[src/rtl/banco_registros_rv32.sv]
// rtl/banco_registros_rv32.sv - RV32I integer register file, two async read ports, one sync write port
module banco_registros_rv32 #(
    parameter int DATA_W = 32,
    parameter int ADDR_W = 5
) (
    input  logic              CLK,
    input  logic              RST,
    input  logic [ADDR_W-1:0] Add_A,
    input  logic [ADDR_W-1:0] Add_B,
    input  logic [ADDR_W-1:0] Add_Dest,
    input  logic [DATA_W-1:0] Write_Data,
    input  logic              Write_En,
    output logic [DATA_W-1:0] Info_A,
    output logic [DATA_W-1:0] Info_B
);

    localparam int DEPTH = 2 ** ADDR_W;

    logic [DATA_W-1:0] regs [0:DEPTH-1];
    logic              write_ok;

    // x0 never accepts a write; reset takes priority over any write.
    assign write_ok = Write_En && (Add_Dest != '0);

    // Storage update: reset clears everything, otherwise a qualified write lands in rd.
    always_ff @(posedge CLK) begin
        if (RST) begin
            for (int i = 0; i < DEPTH; i++) begin
                regs[i] <= '0;
            end
        end else begin
            if (write_ok) begin
                regs[Add_Dest] <= Write_Data;
            end
            regs[0] <= '0;
        end
    end

    // Read ports: no bypass from the write port; address 0 is masked so it reads
    // zero even before the first reset has cleared the array.
    always_comb begin
        Info_A = (Add_A == '0) ? '0 : regs[Add_A];
        Info_B = (Add_B == '0) ? '0 : regs[Add_B];
    end

endmodule

[config.mk]
export PLATFORM = sky130hd
export DESIGN_NAME = banco_registros_rv32
export DESIGN_NICKNAME = d
export VERILOG_FILES = /design/src/rtl/banco_registros_rv32.sv
export SDC_FILE = /design/constraint.sdc
export NUM_CORES = 2
export LEC_CHECK = 0
export BUFFER_PORTS_ARGS = -buffer_cell sky130_fd_sc_hd__buf_2
export CAP_MARGIN = 20
export CORE_MARGIN = 2
export CORE_UTILIZATION = 60
export DETAILED_ROUTE_END_ITERATION = 10
export HOLD_SLACK_MARGIN = 0.05
export PLACE_DENSITY = 0.79
export SLEW_MARGIN = 15
export SYNTH_ARGS = -nofsm -noshare
export SYNTH_HDL_FRONTEND = slang
export SYNTH_SLANG_ARGS = --single-unit
[constraint.sdc]
create_clock -name CLK -period 2.5 [get_ports CLK]
set_input_delay 0.125 -clock CLK [delete_from_list [all_inputs] [get_ports CLK]]
set_output_delay 0.125 -clock CLK [all_outputs]
set_load 0.005 [all_outputs]
==> results.yml <==
global_route:
  grt_max_degree: 40
  grt_pass1_vias: 37200
  busiest_layer: "met2"
  use_met3: 0.0936
  grt_remaining_overflow: 0
  grt_util_all_layers: 0.376
  grt_pass1_wl_um: 250000
  antenna_found_initial: 15
  grtUsageMet2: 0.593
  met1_usage: 0.471
sta:
  finalCritPeriodShare: 1.12
  setup_viol: 55
  fin_crit_ns: 2.79
  final_max_slew_viol_count: 0
  worst_slew_pin_slew_ns: 0.751
  hold_viol_final: 0
  holdWs_ns: 0.0618
  finalSetupTns_ns: -7.52
  worst_slack_ns: -0.290
  max_freq_mhz: 358
  relSlewSlack: 0.497
  rsz0062_at_grt: "yes"
final_layout:
  drive_above_1_share: 0.346
  reg.largest.list: "regs (1024)"
  mostFrequentLayoutCell: "and2_1"
  largest_register_ffs: 1024
  final_cell_mix: "994 x and2_1, 992 x edfxtp_1, 470 x mux4_2, 245 x buf_4, 154 x mux2i_1"
  top_register: "regs"
  fin_nets: 3727
  syn2layout_area_growth_pct: 15.7
clocking:
  clk_pin_slew_ns: 0.06
  clock_path_buffers: 3
  root_buffer: "clkbuf_16"
  numCtsBuffers: 103
  tritoncts: "done"
  cts.sinks: 1024
  htreeDepth: 3
yosys:
  ys_top_cells_by_area: "edfxtp_1 55%, mux4_2 20%, and2_1 12%, mux2i_1 2.9%, clkbuf_1 1.9%"
  syn_inst: 3502
  syn_area_per_cell_um2: 15.4
  ys_types: 46
  synth_async_sr_flop_share: 0
  ys_ff_latch: 1024
  ys_warn_count: 0
  synth_edf_count: 992
  yosys.area.top_type: "edfxtp_1"
  yosysSeqAreaShare: 0.564
  synthFlopType: "edfxtp_1"
  synth_area_um2: 54000
  netlist.area_leader.share: 0.552
hold_path:
  hold_path_class: "in -> reg"
place:
  post-dp-hpwl_um: 106000
  routabilityCongestion: 0.922
  io_buffer_count: 113
setup_path:
  crit_path_end_kind: "output port"
  start_kind: "register"
  worstPathMaxFanout: 2
  path_class: "reg -> out"
  worstPathArrival_ns: 2.66
  required_ns: 2.38
run_status:
  violations: "negative setup slack"
  status: "finished, violations left"
power:
  pwr-share-clk: 0.382
  vdd_drop_max_mv: 0.658
  power.leakage_nw: 22.0
  pwr-share-comb: 0.134
  p_switching_w: 0.0103
  sw_frac_of_total: 0.247
  power_density_nw_per_um2: 672
  power_frac_seq: 0.484
  p_int_w: 0.0316
detailed_routing:
  ant_nets: 0
  initialDrtViolationCount: 5732
  wl_um: 174000
  wire_per_inst_um: 35.2
  viasPerCell: 7.32
  vias: 36103
  drc: 0
  drt_pass1_iterations: 5
die:
  start_util: 0.608
  row_count: 109
  core-area_um2: 88800
  fp.dieW_um: 304
  fp.dieArea_um2: 92300
  die_h_um: 304
  io_pins: 114
run:
  max_cap_violations: 0
cell type report:
type	count	area, um2
Inverter	1	3.75
Tap cell	1165	1460
Clock inverter	65	728
Timing Repair Buffer	426	3790
Multi-Input combinational cell	2121	23300
Sequential cell	1024	30400
Antenna cell	6	15.0
Clock buffer	121	2710
Fill cell	5398	26400
final timing paths:
kind	start	to	slack [ns]	depth (start not counted)
max	regs[31][20]	Info_A[20]	-0.29	5
min	Write_Data[19]	regs[10][19]	0.06	2
timing repair:
| item | 4_1_cts | 5_1_grt |
|---|---|---|
| endpoints found under the setup margin | 61 | 61 |
| pin swaps | 107 | 16 |
| resized for setup | 199 | 25 |
| buffers inserted | 39 | 16 |
| hold buffers | 1 | 0 |
| endpoints found under the hold margin | 4 | 0 |
routing by layer:
layer	routed length [um]	part of all wire
met4	12900	0.074
met5	110	0.00063
met2	81100	0.47
met1	55300	0.32
met3	24100	0.14
power groups by stage:
stage	combinational (W)	clock, W	sequential (W)
after CTS	0.00544	0.0160	0.0202
after detailed placement	0.00500	0	0.0206
after floorplan	0.00304	0	0.0203
after global placement	0.00491	0	0.0205
final	0.00563	0.0160	0.0203
after global routing	0.00576	0.0167	0.0203
metrics by stage:
stage	cell area, um2	std cells	setup WS [ns]	utilization	power [W]
after detailed placement	57300	4701	-0.346	0.645	0.0256
after CTS	62100	4911	-0.303	0.700	0.0416
after global placement	57300	4701	-0.333	0.645	0.0254
after floorplan	54100	3533	0.455	-	0.0234
after global routing	62400	4924	-0.308	0.703	0.0428
final	62400	4929	-0.290	0.703	0.0419
cells in the mapped netlist, drive strengths merged, types with 12 or more instances:
cell type / count
a2111oi: 27
a211oi: 32
a21oi: 12
a22o: 51
a22oi: 19
and2: 995
buf: 114
clkbuf: 273
dfxtp: 32
edfxtp: 992
mux2: 33
mux2i: 156
mux4: 470
nor2: 36
nor3: 54
o221ai: 27
o22ai: 79
or2: 33
cell families after synthesis:
logic type / share of synthesized area
and+or+nand+nor: 0.133
DFF: 0.564
muxes: 0.232
buffers and inverters: 0.0336
AOI/OAI and AO/OA: 0.0373
other: 0.0000695
critical path, cell delays in order, from the launching register on:
cell,delay [ns]
edfxtp_1,0.40
mux4_2,0.55
mux4_2,0.59
o22ai_4,0.21
nor3_2,0.09
buf_2,0.14
Power figures use the tool's default switching activity.
